`config.mk`:
```
export PLATFORM = sky130hd
export DESIGN_NAME = game_flow_fsm_flat
export DESIGN_NICKNAME = d
export VERILOG_FILES = /design/src/rtl/game_flow_fsm_if.sv /design/src/rtl/game_flow_fsm.sv /design/src/flat_wrapper.sv
export SDC_FILE = /design/constraint.sdc
export NUM_CORES = 1
export LEC_CHECK = 0
export ABC_AREA = 1
export CORE_UTILIZATION = 55
export DETAILED_ROUTE_END_ITERATION = 7
export HOLD_SLACK_MARGIN = 0.06
export PLACE_DENSITY = 0.78
export SYNTH_ARGS = -nofsm -noshare
export SYNTH_HDL_FRONTEND = slang
export SYNTH_SLANG_ARGS = --single-unit
```
`constraint.sdc`:
```
create_clock -name Clk -period 1.7 [get_ports Clk]
set_input_delay 0.34 -clock Clk [delete_from_list [all_inputs] [get_ports Clk]]
set_output_delay 0.34 -clock Clk [all_outputs]
set_load 0.05 [all_outputs]
```
`src/rtl/game_flow_fsm_if.sv`:
```
// Handshake bundle between the game-flow controller and the rest of the level.
// The controller drives the master side; the level/top drives the slave side.
interface game_flow_fsm_if;
    logic       frame_tick;
    logic       start_key;
    logic       player1_dead;
    logic       player2_dead;
    logic       player1_at_door;
    logic       player2_at_door;
    logic [2:0] state;
    logic       level_reset;
    logic       freeze;
    logic [1:0] who_died;
    logic [9:0] timer_sec;
    logic       dead_flash;

    modport master (
        input  frame_tick, start_key, player1_dead, player2_dead,
               player1_at_door, player2_at_door,
        output state, level_reset, freeze, who_died, timer_sec, dead_flash
    );

    modport slave (
        output frame_tick, start_key, player1_dead, player2_dead,
               player1_at_door, player2_at_door,
        input  state, level_reset, freeze, who_died, timer_sec, dead_flash
    );
endinterface

```
`src/rtl/game_flow_fsm.sv`:
```
// Game-flow controller for one level: title, play, death animation, game over and win,
// plus the level_reset pulse, motion freeze and the HUD play timer.
module game_flow_fsm #(
    parameter int DEATH_FRAMES    = 90,
    parameter int WIN_HOLD_FRAMES = 30,
    parameter int FRAMES_PER_SEC  = 60,
    parameter int TIMER_MAX       = 999
) (
    input logic             Clk,
    input logic             Reset,
    game_flow_fsm_if.master bus
);
    typedef enum logic [2:0] {
        TITLE     = 3'd0,
        PLAYING   = 3'd1,
        DYING     = 3'd2,
        GAME_OVER = 3'd3,
        WIN       = 3'd4
    } state_t;

    localparam logic [7:0] DEATH_LAST = 8'(DEATH_FRAMES - 1);
    localparam logic [7:0] WIN_LAST   = 8'(WIN_HOLD_FRAMES - 1);
    localparam logic [7:0] SEC_LAST   = 8'(FRAMES_PER_SEC - 1);
    localparam logic [9:0] TIMER_TOP  = 10'(TIMER_MAX);

    state_t     state;
    logic       level_reset;
    logic       start_q;
    logic [1:0] who_died;
    logic [9:0] timer_sec;
    logic [7:0] sub_cnt;
    logic [7:0] win_cnt;
    logic [7:0] death_cnt;

    logic start_edge;
    logic both_door;
    logic any_dead;

    assign start_edge = bus.start_key & ~start_q;
    assign both_door  = bus.player1_at_door & bus.player2_at_door;
    assign any_dead   = bus.player1_dead | bus.player2_dead;

    // Entering PLAYING clears the per-attempt counters at the same edge that raises
    // level_reset, so the HUD already shows zero during the pulse.
    always_ff @(posedge Clk) begin
        if (Reset) begin
            state       <= TITLE;
            level_reset <= 1'b0;
            start_q     <= 1'b0;
            who_died    <= 2'b00;
            timer_sec   <= 10'd0;
            sub_cnt     <= 8'd0;
            win_cnt     <= 8'd0;
            death_cnt   <= 8'd0;
        end else begin
            start_q     <= bus.start_key;
            level_reset <= 1'b0;
            case (state)
                TITLE, GAME_OVER: begin
                    if (start_edge) begin
                        state       <= PLAYING;
                        level_reset <= 1'b1;
                        timer_sec   <= 10'd0;
                        sub_cnt     <= 8'd0;
                        win_cnt     <= 8'd0;
                        who_died    <= 2'b00;
                    end
                end
                PLAYING: begin
                    if (bus.frame_tick) begin
                        if (sub_cnt == SEC_LAST) begin
                            sub_cnt <= 8'd0;
                            if (timer_sec < TIMER_TOP)
                                timer_sec <= timer_sec + 10'd1;
                        end else begin
                            sub_cnt <= sub_cnt + 8'd1;
                        end
                    end
                    if (!both_door)
                        win_cnt <= 8'd0;
                    else if (bus.frame_tick)
                        win_cnt <= win_cnt + 8'd1;
                    // Sticky death flags are stale while level_reset is still clearing them.
                    if (any_dead && !level_reset) begin
                        state     <= DYING;
                        who_died  <= {bus.player2_dead, bus.player1_dead};
                        death_cnt <= 8'd0;
                    end else if (bus.frame_tick && both_door && win_cnt == WIN_LAST) begin
                        state <= WIN;
                    end
                end
                DYING: begin
                    if (bus.frame_tick) begin
                        if (death_cnt == DEATH_LAST)
                            state <= GAME_OVER;
                        else
                            death_cnt <= death_cnt + 8'd1;
                    end
                end
                WIN: begin
                    if (start_edge)
                        state <= TITLE;
                end
                default: state <= TITLE;
            endcase
        end
    end

    assign bus.state       = state;
    assign bus.level_reset = level_reset;
    assign bus.freeze      = (state != PLAYING);
    assign bus.who_died    = who_died;
    assign bus.timer_sec   = timer_sec;
    assign bus.dead_flash  = (state == DYING) & death_cnt[3];
endmodule

```
`src/flat_wrapper.sv`:
```
// flat-port wrapper written by rule: the top's interface ports become plain ports
module game_flow_fsm_flat 
#(
    parameter int DEATH_FRAMES    = 90,
    parameter int WIN_HOLD_FRAMES = 30,
    parameter int FRAMES_PER_SEC  = 60,
    parameter int TIMER_MAX       = 999
)
  (Clk, Reset, bus_frame_tick, bus_start_key, bus_player1_dead, bus_player2_dead, bus_player1_at_door, bus_player2_at_door, bus_state, bus_level_reset, bus_freeze, bus_who_died, bus_timer_sec, bus_dead_flash);
  game_flow_fsm_if bus_i ();
  input logic Clk;
  input logic Reset;
  input wire logic [$bits(bus_i.frame_tick)-1:0] bus_frame_tick;
  input wire logic [$bits(bus_i.start_key)-1:0] bus_start_key;
  input wire logic [$bits(bus_i.player1_dead)-1:0] bus_player1_dead;
  input wire logic [$bits(bus_i.player2_dead)-1:0] bus_player2_dead;
  input wire logic [$bits(bus_i.player1_at_door)-1:0] bus_player1_at_door;
  input wire logic [$bits(bus_i.player2_at_door)-1:0] bus_player2_at_door;
  output wire logic [$bits(bus_i.state)-1:0] bus_state;
  output wire logic [$bits(bus_i.level_reset)-1:0] bus_level_reset;
  output wire logic [$bits(bus_i.freeze)-1:0] bus_freeze;
  output wire logic [$bits(bus_i.who_died)-1:0] bus_who_died;
  output wire logic [$bits(bus_i.timer_sec)-1:0] bus_timer_sec;
  output wire logic [$bits(bus_i.dead_flash)-1:0] bus_dead_flash;
  assign bus_i.frame_tick = bus_frame_tick;
  assign bus_i.start_key = bus_start_key;
  assign bus_i.player1_dead = bus_player1_dead;
  assign bus_i.player2_dead = bus_player2_dead;
  assign bus_i.player1_at_door = bus_player1_at_door;
  assign bus_i.player2_at_door = bus_player2_at_door;
  assign bus_state = bus_i.state;
  assign bus_level_reset = bus_i.level_reset;
  assign bus_freeze = bus_i.freeze;
  assign bus_who_died = bus_i.who_died;
  assign bus_timer_sec = bus_i.timer_sec;
  assign bus_dead_flash = bus_i.dead_flash;
  game_flow_fsm #(.DEATH_FRAMES(DEATH_FRAMES), .WIN_HOLD_FRAMES(WIN_HOLD_FRAMES), .FRAMES_PER_SEC(FRAMES_PER_SEC), .TIMER_MAX(TIMER_MAX)) u_core (.Clk(Clk), .Reset(Reset), .bus(bus_i));
endmodule
```
# Yosys cells after proc, flatten, opt, wreduce, memory -nomap -nowiden
# Cells that the tools add are included.
[totals]
register_bits = 41
inputBits = 8
output_inout_bits = 18
elab_cells = 80
[classes]
add_sub_neg = 4
order_cmp = 1
eq_ne = 19
mux = 27
n_bitwise = 6
n_reduce_logical = 15
[ops]
columns = ["operator", "n"]
rows = [
  ["2-to-1 mux 8 bit", 8],
  ["case mux 8 bit (2 select lines)", 3],
  ["2-to-1 mux 10 bit", 4],
  ["adder 8 x 1 -> 8 bit (second input constant)", 3],
  ["case mux 10 bit (2 select lines)", 1],
  ["2-to-1 mux 3 bit", 6],
  ["inequality test 2 x 1 -> 1 bit (second input constant)", 6],
  ["case mux 3 bit (4 select lines)", 1],
  ["adder 10 x 1 -> 10 bit (second input constant)", 1],
  ["< comparator 10 bit (second input constant)", 1],
  ["AND reduction 5 bit", 2],
  ["AND reduction 3 bit", 3],
  ["== test 8 x 5 -> 1 bit (second input constant)", 1],
  ["== test 8 x 6 -> 1 bit (second input constant)", 1],
  ["== test 8 x 7 -> 1 bit (second input constant)", 1],
  ["== test 3 x 2 -> 1 bit (second input constant)", 2],
  ["inequality test 2 bit (second input constant)", 3],
  ["inequality test 3 x 1 -> 1 bit (second input constant)", 2],
  ["2-to-1 mux 2 bit", 2],
  ["case mux 2 bit (2 select lines)", 1],
  ["AND reduction 4 bit", 1],
  ["nonzero test 2 bit", 2],
  ["OR reduction 2 bit", 2],
  ["bitwise AND 1 bit", 3],
  ["9 further kinds", 12],
]

# Longest topological paths before layout
# Gate-level depths: netlist of run 1.
[depth]
depth_word = 6
depth_mapped = 11
mapped_depth_nobuf = 11

# Least setup slack after synthesis of run 1
# Ideal clock, no wire load.
[synth_path]
path_type = "register -> output"
start = "register u_core.state[1], in the netlist u_core.bus.state[1]"
end = "output port bus_dead_flash"
t_arrival_ns = 1.681
t_required_ns = 1.360
slack_ns = -0.321
stages_incl_launch_ff = 3
n_path_buf = 0
path_cell_list = "dfxtp_1 > nand3_2 > nor2_1"
[synth_between]
elab_chain_cells = 2
[synth_lines]
columns = ["element", "line_no", "source"]
rows = [
  ["from (decl)", "game_flow_fsm.sv:26", "state_t state;"],
  ["from (signal assigned)", "game_flow_fsm.sv:47", "state <= TITLE;"],
  ["from (signal assigned)", "game_flow_fsm.sv:61", "state <= PLAYING;"],
  ["from (signal assigned)", "game_flow_fsm.sv:85", "state <= DYING;"],
  ["== test 3 x 2 -> 1 bit", "game_flow_fsm.sv:114", "assign bus.dead_flash = (state == DYING) & death_cnt[3];"],
  ["bitwise AND 1 bit", "game_flow_fsm.sv:114", ""],
  ["to (decl)", "flat_wrapper.sv:24", "output wire logic [$bits(bus_i.dead_flash)-1:0] bus_dead_flash;"],
]
# No other way between the ends.

# Worst setup path after layout of run 1
[layout_path]
start = "register u_core.state[0], in the netlist u_core.bus.state[0]"
end = "output port bus_dead_flash"
# Same word-level chain as after synthesis.

==> results of run 1 <==
==> flip-flops by register name, indices dropped and copies added, names as in the netlist <==
name / flops
u_core.bus.timer_sec: 10
u_core.death_cnt: 8
u_core.bus.level_reset: 1
u_core.bus.who_died: 2
u_core.start_q: 1
u_core.bus.state: 3
u_core.win_cnt: 8
u_core.sub_cnt: 8
==> layout make-up <==
cell class | instances | area [um^2]
Multi-Input combinational cell | 313 | 1490
Inverter | 55 | 211
Sequential cell | 41 | 827
Fill cell | 368 | 1250
Tap cell | 52 | 65.1
Clock inverter | 3 | 65.1
Timing Repair Buffer | 45 | 434
Clock buffer | 5 | 68.8
==> layer usage <==
layer	vias up	global-route usage, %	routed length [um]
met4	0	8.22	58
met5	-	0	0
met1	1220	31.3	2680
met2	61	45.4	2960
li1	1414	-	-
met3	6	5.05	267
==> power by group through the flow <==
stage | logic, uW | clock network [uW] | registers, uW
2_1_floorplan | 1610 | 0 | 1390
3_3_place_gp | 2630 | 0 | 1230
4_1_cts | 2690 | 946 | 1210
5_1_grt | 2990 | 997 | 1240
3_5_place_dp | 2680 | 0 | 1230
6_report | 2690 | 936 | 1220
==> metrics by stage <==
step,hold WS [ps],utilization (%),instances
5_1_grt,511,71.7,514
4_1_cts,475,71.5,514
6_report,471,71.7,514
3_5_place_dp,463,68.5,506
3_3_place_gp,455,68.5,506
2_1_floorplan,447,-,416
==> cell usage after synthesis, drive strengths merged <==
| master | number | share of area, % |
|---|---|---|
| nand2 | 119 | 18 |
| nor2 | 82 | 13 |
| inv | 52 | 7.7 |
| dfxtp | 41 | 32 |
| nand3 | 37 | 8.0 |
| a21oi | 26 | 5.1 |
| nand4 | 15 | 3.7 |
| o21ai | 13 | 2.7 |
| ha | 6 | 2.9 |
| nor3 | 6 | 1.2 |
| buf | 4 | 1.3 |
| nor3b | 4 | 1.2 |
| clkbuf | 3 | 0.44 |
| clkinv | 3 | 0.44 |
| xor2 | 3 | 1.0 |
| a21o | 1 | 0.29 |
| xnor2 | 1 | 0.34 |
==> worst paths after layout <==
check,end,from,slack (ps)
min reg2reg,u_core.bus.who_died[1],u_core.bus.who_died[1],470
max reg2reg,u_core.bus.timer_sec[5],u_core.bus.timer_sec[1],130
min,u_core.bus.who_died[1],u_core.bus.who_died[1],470
max,bus_dead_flash,u_core.bus.state[0],90
==> logic make-up after synthesis <==
| kind of cell | Yosys count |
|---|---|
| buffers and inverters | 62 |
| AOI/OAI and AO/OA | 40 |
| adders and majority gates | 6 |
| and+or+nand+nor | 263 |
| DFF | 41 |
| xor gates and xnor gates | 4 |
==> tightest hold or removal path: cells and delay by family, from the launching register on <==
kind	cells	cell delay, ps
compound gates	1	50
flops	1	320
simple gates	1	60
==> flow_metrics.py, run 1 <==
metrics = {
    "cts": {
        "clkTransAtPathRegs_ps": 90,
        "htree_levels": 2,
        "post_cts_buffers": 0,
        "cts_resized": 0,
        "clock-sinks": 41,
        "cts_root_buf": "clkbuf_8",
        "clk_latency_ps": 300,
        "cts_tree": "done",
        "cts_buffers": 5,
        "max-clock-path-buffers": 2,
        "hold_buffers": 0,
    },
    "sta": {
        "setup_ws_ps": 93.4,
        "setup_violations": 0,
        "worst_pin_slew_ps": 553,
        "fin_skew_ps": 10.9,
        "drv_slew": 0,
        "fin_crit_sh_pct": 94.5,
        "hold_viol_final": 0,
        "slew_headroom_pct": 62.8,
        "grt_setup_unrepaired": "false",
        "setup_tns_ps": 0,
        "timing.fmax_ghz": 0.622,
        "fin_crit_ps": 1610,
    },
    "logic_synthesis": {
        "ys_ff_latch": 41,
        "synthesis.instances": 416,
        "yosys_warnings": 0,
        "ys_types": 27,
        "yosysSeqAreaShare_pct": 32.1,
        "synth_xor_area_share_pct": 1.37,
        "synth_top_family_by_area": "simple AND/OR/NAND/NOR gates",
        "syn_area_mm2": 0.00256,
        "synthMuxAreaShare_pct": 0,
        "synth-compound-area-share_pct": 8.07,
        "syn_area_per_cell_um2": 6.15,
        "yosys.area_share.adder_pct": 2.93,
        "synth_simple_gate_area_share_pct": 45.7,
        "syn_nets": 430,
    },
    "worst_setup_path": {
        "cp_top_family": "buffers and inverters",
        "arrival_ps": 1270,
        "required_ps": 1360,
        "cp_slowest_cell": "dfxtp_2",
        "critical-path-max-stage-delay_ps": 350,
        "path_max_fanout": 7,
        "path_class": "reg2out",
        "cp-start-kind": "register",
        "reg2reg_depth": 7,
        "cp_cell_sequence": "inv_2 > nand3_2 > buf_6 > nor2_4 > buf_12",
        "worst-path-buf-inv": 3,
        "cp.depth": 5,
        "endpoint_kind": "primary output",
    },
    "placed_design": {
        "dp_slack_ps": -102,
        "gp_congestion": 0.953,
        "hpwl_mm": 4.51,
        "place_area_mm2": 0.00302,
        "io_buffers": 25,
    },
    "power_and_ir_drop": {
        "share_comb_of_total_power_pct": 55.6,
        "p_sw_uw": 2180,
        "power_switching_share_pct": 45.0,
        "internal_power_uw": 2670,
        "power_frac_clock_pct": 19.3,
        "p_seq_share_pct": 25.1,
        "powerDensity_mw_per_mm2": 1530,
        "design_power_total_uw": 4850,
        "vdd.ir_drop.worst_mv": 0.768,
        "p_leak_uw": 0.00134,
    },
    "global_route": {
        "grt_max_degree": 24,
        "grt_antenna_before_repair": 0,
        "grt_pass1_wl_mm": 10.4,
        "grt_overflow": 0,
        "grtUsageTotal_pct": 25.8,
        "grt_pass1_vias": 2457,
    },
    "floorplanning": {
        "die_y_um": 70.2,
        "die-area_mm2": 0.00493,
        "start_util_pct": 58.0,
        "dieWidth_um": 70.2,
        "ioPinCount": 26,
        "num_rows": 24,
        "core_area_mm2": 0.00441,
    },
    "finish": {
        "layout_common_cells": "nand2_1, nor2_1, inv_1, dfxtp_1, nand3_1",
        "antenna_cells": 0,
        "final_common_cell": "nand2_1",
        "layout.nets": 475,
        "drive_gt1_share_pct": 16.7,
        "final_area_mm2": 0.00316,
        "area_growth_pct": 23.7,
    },
    "worst_hold_path": {
        "hold_class": "reg2reg",
        "hold_path_depth": 2,
    },
    "drt": {
        "avgViaCountPerCell": 5.25,
        "route.detailed.drc": 0,
        "drtPass1Iterations": 4,
        "drtIter0Drc": 164,
        "num_vias": 2701,
        "ant_nets": 0,
        "drt_wl_total_mm": 5.96,
        "wl_per_cell_um": 11.6,
    },
    "outcome": {
        "status": "complete, no violations",
    },
    "run": {
        "maxCapViolCount": 0,
    },
}
Note: power is estimated with default switching activity, not from simulation.
==> inputs of run 2 (changes only) <==
--- a/config.mk
+++ b/config.mk
@@ -10,6 +10,7 @@
 export DETAILED_ROUTE_END_ITERATION = 7
 export HOLD_SLACK_MARGIN = 0.06
 export PLACE_DENSITY = 0.78
+export SLEW_MARGIN = 10
 export SYNTH_ARGS = -nofsm -noshare
 export SYNTH_HDL_FRONTEND = slang
 export SYNTH_SLANG_ARGS = --single-unit
==> results of run 2 <==
Same layout as run 1: the final DEF is identical, and so are final timing and power.
==> inputs of run 3 (changes only) <==
--- a/config.mk
+++ b/config.mk
@@ -9,7 +9,7 @@
 export CORE_UTILIZATION = 55
 export DETAILED_ROUTE_END_ITERATION = 7
 export HOLD_SLACK_MARGIN = 0.06
-export PLACE_DENSITY = 0.78
+export PLACE_DENSITY = 0.75
 export SLEW_MARGIN = 10
 export SYNTH_ARGS = -nofsm -noshare
 export SYNTH_HDL_FRONTEND = slang
==> run 3 against run 2 <==
  * Non-clock buffer count up 8
  * Maximum frequency down 2.1%
  * Worst hold slack about the same
  * Combinational power up 6%
  * Setup slack worse by 35 ps
  * Flip-flop and latch count unchanged
  * Via count down 1.0%
  * Clock skew down 3.8 ps
  * Die area unchanged
  * Clock power down 24%
  * Critical path type unchanged
==> flow_metrics.py, run 3 (synthesis results as in run 1) <==
metrics = {
    "outcome": {
        "status": "complete, no violations",
    },
    "worst_setup_path": {
        "cp_cell_sequence": "inv_4 > buf_6 > nand3_4 > buf_6 > nor2_4 > buf_12",
        "path_max_fanout": 6,
        "critical-path-max-stage-delay_ps": 360,
        "arrival_ps": 1300,
        "r2r_start": "u_core.bus.state[1]",
        "required_ps": 1360,
        "worst-path-buf-inv": 4,
        "reg2reg_depth": 9,
        "regToRegSetupSlack_ps": 130,
        "cp-start-kind": "register",
        "endpoint_kind": "primary output",
        "cp_slowest_cell": "dfxtp_4",
        "cp_top_family": "buffers and inverters",
        "path_class": "reg2out",
        "r2r_end": "u_core.bus.state[1]",
        "cpMostUsedCell": "buf_6",
    },
    "global_route": {
        "grt_overflow": 0,
        "grt_pass1_wl_mm": 10.4,
        "grt_pass1_vias": 2407,
        "grtUsageTotal_pct": 25.9,
        "grt_antenna_before_repair": 0,
        "grt_max_degree": 24,
    },
    "finish": {
        "fill_cells": 358,
        "seqCellArea_um2": 828,
        "area_growth_pct": 25.8,
        "layout_common_cells": "nand2_1, nor2_1, inv_1, buf_4, dfxtp_1",
        "final_common_cell": "nand2_1",
        "multi_input_area_mm2": 0.00152,
        "layout.nets": 483,
        "antenna_cells": 0,
        "largest_reg_flops": 10,
        "regMostFlops": "u_core.bus.timer_sec",
        "drive_gt1_share_pct": 17.9,
    },
    "sta": {
        "hold-worst-slack_ps": 470,
        "setup_tns_ps": 0,
        "fin_skew_ps": 7.10,
        "setup_violations": 0,
        "fin_crit_sh_pct": 96.6,
        "slew_headroom_pct": 63.2,
        "timing.fmax_ghz": 0.609,
        "hold_viol_final": 0,
        "drv_slew": 0,
        "fin_crit_ps": 1640,
        "grt_setup_unrepaired": "false",
        "worst_pin_slew_ps": 548,
    },
    "cts": {
        "cts_buffers": 5,
        "max-clock-path-buffers": 2,
        "clkTransAtPathRegs_ps": 80,
        "htree_levels": 2,
        "clock-sinks": 41,
        "clk_latency_ps": 300,
        "cts_root_buf": "clkbuf_8",
        "hold_buffers": 0,
        "cts_tree": "done",
    },
    "placed_design": {
        "hpwl_mm": 4.40,
        "io_buffers": 25,
        "gp_congestion": 0.893,
    },
    "worst_hold_path": {
        "worstHoldStart": "u_core.bus.who_died[0]",
        "hold_path_depth": 2,
        "hold_class": "reg2reg",
        "hold_end": "u_core.bus.who_died[0]",
    },
    "floorplanning": {
        "num_rows": 24,
        "start_util_pct": 58.0,
        "ioPinCount": 26,
        "core_area_mm2": 0.00441,
        "die_y_um": 70.2,
        "dieWidth_um": 70.2,
        "die-area_mm2": 0.00493,
    },
    "drt": {
        "drt_wl_total_mm": 5.89,
        "num_vias": 2673,
        "drtPass1Iterations": 4,
        "avgViaCountPerCell": 5.12,
        "ant_nets": 0,
        "route.detailed.drc": 0,
        "wl_per_cell_um": 11.3,
        "drtIter0Drc": 123,
    },
    "power_and_ir_drop": {
        "vdd.ir_drop.worst_mv": 0.811,
        "p_leak_uw": 0.00137,
        "powerDensity_mw_per_mm2": 1490,
    },
    "run": {
        "maxCapViolCount": 0,
    },
}
[run 3: cell types whose count changed in the layout (fill, tap and decap cells not counted), sizes merged]
| cell | before | now |
|---|---|---|
| bufinv | 2 | 0 |
| clkbuf | 5 | 7 |
| buf | 38 | 46 |
[run 3: repair_timing]
item | CTS | global route
setup buffers | 0 | 3
resized for setup | 2 | 5
setup endpoints to repair | 1 | 8
[run 3: how the worst max path moves through the flow]
stage | slack (ps) | cells after the start | start | end
4_1_cts | 0.02 | 6 | u_core.bus.state[2] | bus_dead_flash
6_report | 60 | 6 | u_core.bus.state[2] | bus_dead_flash
3_5_place_dp | -110 | 10 | bus_frame_tick | u_core.sub_cnt[5]
2_1_floorplan | -3 | 9 | u_core.bus.state[0] | u_core.death_cnt[1]
3_3_place_gp | -60 | 10 | bus_frame_tick | u_core.sub_cnt[5]
5_1_grt | 1 | 9 | u_core.bus.state[1] | u_core.bus.timer_sec[9]
[run 3: per-layer routing]
metal,GRT usage (%),vias up,part of all wire [%]
li1,-,1427,-
met1,33.6,1202,48
met2,42.9,34,48
met3,4.91,10,2.6
met4,8.67,0,1.7
met5,0,-,0
[run 3: worst reg2reg max path: stages, from the launching register on]
cell	delay [ps]
dfxtp_2	380
inv_2	90
nand3_2	160
buf_4	220
nor2_2	200
nand2_1	70
o21ai_0	100
nor2_1	110
nor2_1	100
nor2_1	50
[run 3: area by class of cell]
class	instances	share of cell area, %
clock inverters	1	0.155
well taps	52	2.02
flip-flops and latches	41	25.7
clock buffers	7	2.99
multi-input cells	313	47.1
repair buffers	53	15.5
inverters	55	6.57
[run 3: stage by stage]
stage	total power, uW	instance area, um^2	instances	utilization [%]	setup slack [ps]
after floorplan	3000	2570	416	-	-3.38
after global placement	3950	3060	511	69.3	-62.6
after detailed placement	4000	3060	511	69.3	-107
after CTS	4750	3170	519	71.9	0.0189
after global routing	5210	3220	522	72.9	1.09
final	4800	3220	522	72.9	58.4
[run 3: power breakdown]
| part | total (uW) | internal, uW | switching [uW] |
|---|---|---|---|
| combinational | 2860 | 1100 | 1760 |
| sequential | 1230 | 1090 | 142 |
| clock | 712 | 367 | 345 |
| total | 4800 | 2560 | 2240 |
